===== src/rtl/cache_types.sv =====
// Shared types and line geometry for the I/D-cache burst arbiter.
package cache_types;
    localparam int LINE_W      = 256;
    localparam int OFFSET_BITS = 5;

    typedef enum logic [1:0] {IDLE, READ, WRITE, DONE} arb_state_t;
    typedef enum logic       {REQ_I = 1'b0, REQ_D = 1'b1} arb_req_t;
endpackage


===== src/rtl/line_buffer.sv =====
// Beat-addressed line register: whole-line load for writeback, per-beat fill for reads.
// Single-cycle write, combinational read; no flow control of its own.
module line_buffer #(
    parameter int BEATS  = 4,
    parameter int BEAT_W = 64,
    localparam int IDX_W = $clog2(BEATS)
)(
    input  logic                    clk,
    input  logic                    rst,
    input  logic                    load,
    input  logic [BEATS*BEAT_W-1:0] load_line,
    input  logic                    wr_en,
    input  logic [IDX_W-1:0]        wr_idx,
    input  logic [BEAT_W-1:0]       wr_dat,
    input  logic [IDX_W-1:0]        rd_idx,
    output logic [BEAT_W-1:0]       rd_dat,
    output logic [BEATS*BEAT_W-1:0] line
);
    logic [BEAT_W-1:0] mem [BEATS];

    always_ff @(posedge clk or negedge rst) begin
        if (!rst) begin
            for (int i = 0; i < BEATS; i++) mem[i] <= '0;
        end else if (load) begin
            for (int i = 0; i < BEATS; i++) mem[i] <= load_line[i*BEAT_W +: BEAT_W];
        end else if (wr_en) begin
            mem[wr_idx] <= wr_dat;
        end
    end

    assign rd_dat = mem[rd_idx];

    for (genvar g = 0; g < BEATS; g++) begin : g_line
        assign line[g*BEAT_W +: BEAT_W] = mem[g];
    end
endmodule


===== src/rtl/cache_arbiter.sv =====
// Shares one burst memory port between I- and D-cache; alternates grants on conflict.
// Request->bmem 1 cycle, resp after BEATS beats + 1; each bmem stall adds one cycle.
module cache_arbiter
    import cache_types::*;
#(
    parameter int BEATS  = 4,
    parameter int BEAT_W = LINE_W / BEATS
)(
    input  logic                    clk,
    input  logic                    rst,
    input  logic [31:0]             icache_address,
    input  logic                    icache_read,
    output logic [BEATS*BEAT_W-1:0] icache_rdata,
    output logic                    icache_resp,
    input  logic [31:0]             dcache_address,
    input  logic                    dcache_read,
    input  logic                    dcache_write,
    input  logic [BEATS*BEAT_W-1:0] dcache_wdata,
    output logic [BEATS*BEAT_W-1:0] dcache_rdata,
    output logic                    dcache_resp,
    output logic [31:0]             bmem_address,
    output logic                    bmem_read,
    output logic                    bmem_write,
    output logic [BEAT_W-1:0]       bmem_wdata,
    input  logic [BEAT_W-1:0]       bmem_rdata,
    input  logic                    bmem_resp
);
    localparam int          IDX_W     = $clog2(BEATS);
    localparam logic [31:0] LINE_MASK = ~32'((1 << OFFSET_BITS) - 1);

    arb_state_t state, next_state;
    arb_req_t   last_grant, grant_id;
    logic [IDX_W-1:0]        beat;
    logic [31:0]             addr_q;
    logic [BEATS*BEAT_W-1:0] buf_line, fill_line;
    logic [BEAT_W-1:0]       buf_rd;
    logic                    i_pend, d_pend, grant, grant_d, last_beat;

    assign i_pend    = icache_read;
    assign d_pend    = dcache_read | dcache_write;
    // On conflict the cache that did not win last time is served.
    assign grant_d   = d_pend & (~i_pend | (last_grant == REQ_I));
    assign last_beat = (beat == IDX_W'(BEATS - 1));

    always_ff @(posedge clk or negedge rst) begin
        if (!rst) state <= IDLE;
        else      state <= next_state;
    end

    always_comb begin
        next_state  = state;
        grant       = 1'b0;
        bmem_read   = 1'b0;
        bmem_write  = 1'b0;
        icache_resp = 1'b0;
        dcache_resp = 1'b0;
        case (state)
            IDLE: begin
                if (i_pend | d_pend) begin
                    grant      = 1'b1;
                    next_state = (grant_d && dcache_write) ? WRITE : READ;
                end
            end
            READ: begin
                bmem_read = 1'b1;
                if (bmem_resp && last_beat) next_state = DONE;
            end
            WRITE: begin
                bmem_write = 1'b1;
                if (bmem_resp && last_beat) next_state = DONE;
            end
            DONE: begin
                icache_resp = (grant_id == REQ_I);
                dcache_resp = (grant_id == REQ_D);
                next_state  = IDLE;
            end
            default: next_state = IDLE;
        endcase
    end

    // Final beat merged in flight so the line is complete in the DONE cycle.
    always_comb begin
        fill_line = buf_line;
        fill_line[beat*BEAT_W +: BEAT_W] = bmem_rdata;
    end

    always_ff @(posedge clk or negedge rst) begin
        if (!rst) begin
            last_grant   <= REQ_I;
            grant_id     <= REQ_I;
            addr_q       <= '0;
            beat         <= '0;
            icache_rdata <= '0;
            dcache_rdata <= '0;
        end else begin
            if (grant) begin
                grant_id   <= arb_req_t'(grant_d);
                last_grant <= arb_req_t'(grant_d);
                addr_q     <= (grant_d ? dcache_address : icache_address) & LINE_MASK;
                beat       <= '0;
            end else if ((state == READ || state == WRITE) && bmem_resp && !last_beat) begin
                beat <= beat + IDX_W'(1);
            end
            if (state == READ && bmem_resp && last_beat) begin
                if (grant_id == REQ_D) dcache_rdata <= fill_line;
                else                   icache_rdata <= fill_line;
            end
        end
    end

    line_buffer #(.BEATS(BEATS), .BEAT_W(BEAT_W)) u_line_buffer (
        .clk       (clk),
        .rst       (rst),
        .load      (grant & grant_d & dcache_write),
        .load_line (dcache_wdata),
        .wr_en     ((state == READ) & bmem_resp),
        .wr_idx    (beat),
        .wr_dat    (bmem_rdata),
        .rd_idx    (beat),
        .rd_dat    (buf_rd),
        .line      (buf_line)
    );

    assign bmem_address = addr_q;
    assign bmem_wdata   = (state == WRITE) ? buf_rd : '0;
endmodule

===== config.mk =====
export PLATFORM = sky130hd
export DESIGN_NAME = cache_arbiter
export DESIGN_NICKNAME = d
export VERILOG_FILES = /design/src/rtl/cache_types.sv /design/src/rtl/line_buffer.sv /design/src/rtl/cache_arbiter.sv
export SDC_FILE = /design/constraint.sdc
export NUM_CORES = 1
export LEC_CHECK = 0
export BUFFER_PORTS_ARGS = -buffer_cell sky130_fd_sc_hd__clkbuf_2
export CELL_PAD_IN_SITES_DETAIL_PLACEMENT = 0
export CELL_PAD_IN_SITES_GLOBAL_PLACEMENT = 1
export CORE_AREA = 5 5 388 390
export CTS_CLUSTER_SIZE = 16
export DETAILED_ROUTE_END_ITERATION = 6
export DIE_AREA = 0 0 393 395
export HOLD_SLACK_MARGIN = 0.05
export PLACE_DENSITY_LB_ADDON = 0.1
export SLEW_MARGIN = 20
export SYNTH_ARGS = -nofsm -noshare
export SYNTH_HDL_FRONTEND = slang
export SYNTH_HIERARCHICAL = 1
export SYNTH_SLANG_ARGS = --single-unit

===== constraint.sdc =====
create_clock -name clk -period 2.2 [get_ports clk]
set_input_delay 0.66 -clock clk [delete_from_list [all_inputs] [get_ports clk]]
set_output_delay 0.66 -clock clk [all_outputs]
set_load 0.01 [all_outputs]

==> run metrics <==
crit-path cells buf_4 -> buf_12 -> mux4_2 -> and2_4 -> buf_8; post-synthesis cell area 0.03677 mm2; combinational power share 0.473; CTS tree built; Area contributors post-synth dfrtp_1 (54%), a21oi_1 (12%), nor2b_1 (7.0%); Rows 141; Worst Setup End Kind output port; number of global-route vias before repair about 34,000; Reg clk slew, reported paths 0.06 ns; Hold Path Cell Cnt 3; Flop pwr share 0.322; Worst path depth 5; Initial Util 0.2505; pre-CTS setup slack -0.2752 ns; Clk network pwr share 0.205; switching share of total power 0.4109; # port buffers 986; failing checks negative setup slack; initial antenna violation count 36; outcome finished, violations left; CTS Buffer Depth 3; Hold/Removal Path Class primary input to flop; relative slew slack 0.6069; most numerous cell in the Yosys netlist a21oi_1; ys async rst share 1.000; leak pwr 24.43 nW; Arrival @ worst endpoint ~2.3 ns; Critical Path Fanout Max 6; multi-input logic area 0.01663 mm2; Tcrit/Tclk final 1.365; Max H-tree Level 3; internal cell power a little under 50 mW; # DRC 0; PwrDens 1543 mW/mm2; Total Die Area approximately 0.16 mm2; setup violators final between 600 and 700; Reg2Reg Setup Slack -0.52 ns; final worst-path setup slack -0.8036 ns; GPL Wtd Cong 0.8048; layout cells sized above 1 0.3606; YS warnings 6; Buf/Inv on CP 3; post-synth cell types 40; number of synthesized register bits 800; Placeable Area 0.1468 mm2; Synth Instances 3,849; Avg WL per Cell 28.78 um; fmax approximately 330 MHz; fin. max-slew vios 0; WP data required 1.54 ns; Max stage delay on crit path 0.56 ns; # placed instances between 6,000 and 7,000; worst clock skew 0.03549 ns; Chip Width 393 um; Sink Count 800; FF/Latch Area 0.02003 mm2; Hold WS between 0.15 and 0.2 ns; register area share after synthesis 0.5444; Remaining Overflow, GRT 0; Vias 34,190; Peak VDD IR between 700 and 800 uV; crit path time final about 3 ns; post-route setup TNS -208.53 ns; Detailed Routing Iterations Pass 1 6; Reg2Reg Depth 12; Setup crit start kind flop; RSZ-0062 raised after global routing yes; die height about 400 um; first-pass GRT wire length 269,900 um; final core occ 0.3600; CP Class flop to output port; hpwl dp 139,800 um; Antenna Nets Post-Route 0; number of max-cap violations 0; Synth area leader dfrtp_1; final cell count without fillers 7,032; largest net degree at the start of global routing 83; routed vias/inst 4.862; Psw 33.49 mW; number of synthesized flops with an enable pin 0; CTS root buffer clkbuf_16; Synth top area share 0.5444; cell family with most CP delay multiplexers; drt initial violations 2,241; Synth top cells by count a21oi_1 (855), dfrtp_1 (800), nand2_1 (541), nor2b_1 (410), nor2_1 (257); P&R area growth vs syn 43.70%; actual slew at the worst max-slew pin 0.5897 ns; Final Hold Fails 0; detailed-route wire length 202,400 um; io pins approximately 1,000; TritonCTS Buffers 100; Fill cells 15,330; clock latency on the worst-skew pair 0.72 ns; Total GRT Usage 0.2426; CP max stage cell mux4_2; main flop type after synthesis dfrtp_1; Synth Area per Inst 9.554 um2; Nets around 5,400
cell type report:
type                            instances  area share
Sequential cell                       800      0.3790
Tap cell                             1930     0.04570
Inverter                                5   0.0006393
Multi-Input combinational cell       2722      0.3148
Timing Repair Buffer                 1363      0.1971
Clock buffer                          147     0.05410
Clock inverter                         38    0.007435
Antenna cell                           27    0.001279
repair_timing:
| action | in CTS | in global routing |
|---|---|---|
| endpoints found under the hold margin | 2 | 0 |
| resized for setup | 186 | 322 |
| pin swaps | 72 | 66 |
| hold buffers | 1 | 0 |
| setup endpoints to repair | 173 | 649 |
| setup buffers | 25 | 43 |
| gates cloned | 16 | 19 |
routing by layer:
| layer | routed length, um | track usage | up-vias |
|---|---|---|---|
| li1 | - | - | 15600 |
| met1 | 84050 | 0.3077 | 17210 |
| met2 | 98430 | 0.4106 | 1131 |
| met3 | 14250 | 0.05842 | 239 |
| met4 | 5574 | 0.07055 | 14 |
| met5 | 90 | 0 | - |
final timing paths:
kind | endpoint | start
setup reg to reg | dcache_rdata[20]$_DFFE_PN0P_ | beat[0]$_DFFE_PN0P_
hold / removal | u_line_buffer/line[99]$_DFFE_PN0P_ | dcache_wdata[99]
setup / recovery | bmem_wdata[40] | beat[0]$_DFFE_PN0P_
min in group asynchronous | u_line_buffer/line[225]$_DFFE_PN0P_ | rst
max in group asynchronous | u_line_buffer/line[97]$_DFFE_PN0P_ | rst
hold reg to reg | icache_rdata[64]$_DFFE_PN0P_ | icache_rdata[64]$_DFFE_PN0P_
logic make-up (layout without fill, tap and decap cells):
family                     Yosys count  count (layout)  synth area share
and+or+nand+nor                   1337            1340            0.1758
AOI/OAI and AO/OA                 1271            1271            0.1812
DFF                                800             800            0.5444
buffers and inverters              334            1553           0.04712
muxes                               95              95           0.04774
adders and majority gates           10              10          0.003403
other                                1              32         0.0001020
xor gates and xnor gates             1               1         0.0002382
power by group through the flow:
stage          clock network [mW]  registers (mW)  logic (mW)
4_1_cts                      17.2            26.2        36.0
5_1_grt                      17.7            27.0        41.7
3_3_place_gp                    0            26.3        33.0
2_1_floorplan                   0            26.7        15.3
3_5_place_dp                    0            26.3        33.2
6_report                     16.7            26.2        38.6
registers in the layout (all words and copies together) (netlist names):
| register | count |
|---|---|
| icache_rdata | 256 |
| dcache_rdata | 256 |
| u_line_buffer/line | 256 |
| grant_id | 1 |
| state | 2 |
| bmem_address | 27 |
| beat | 2 |
cell usage in the layout, fill, tap and decap left out, types with 23 or more instances in the layout:
cell       Yosys  layout
buf_12         0     117
clkbuf_2       1     936
dfrtp_1      800     797
a31oi_1       66      23
nand2_1      541     541
buf_4         51     193
nor2b_1      410     409
mux2i_1       28      28
mux4_2        64      64
a21oi_1      855     772
nor2_1       257     254
clkbuf_16      0     116
nand3b_1      44      44
a21oi_2        0      80
clkinv_2       0      23
clkbuf_1     108      29
diode_2        0      27
a31oi_4        0      27
buf_6         18      61
and2_4         0      52
o21ai_1      226     261
worst min-delay path: cells and delay by family:
family / cells / cell delay [ns]
buf+inv: 1 / 0.07
simple gates: 1 / 0.03
compound gates: 1 / 0.10
stage by stage:
stage / area [um2] / power [mW]
after floorplan: 36790 / 42.00
after global placement: 45990 / 59.26
after detailed placement: 45990 / 59.56
after CTS: 50860 / 79.42
after global routing: 52820 / 86.41
final: 52840 / 81.52
Power figures use the tool's default switching activity.
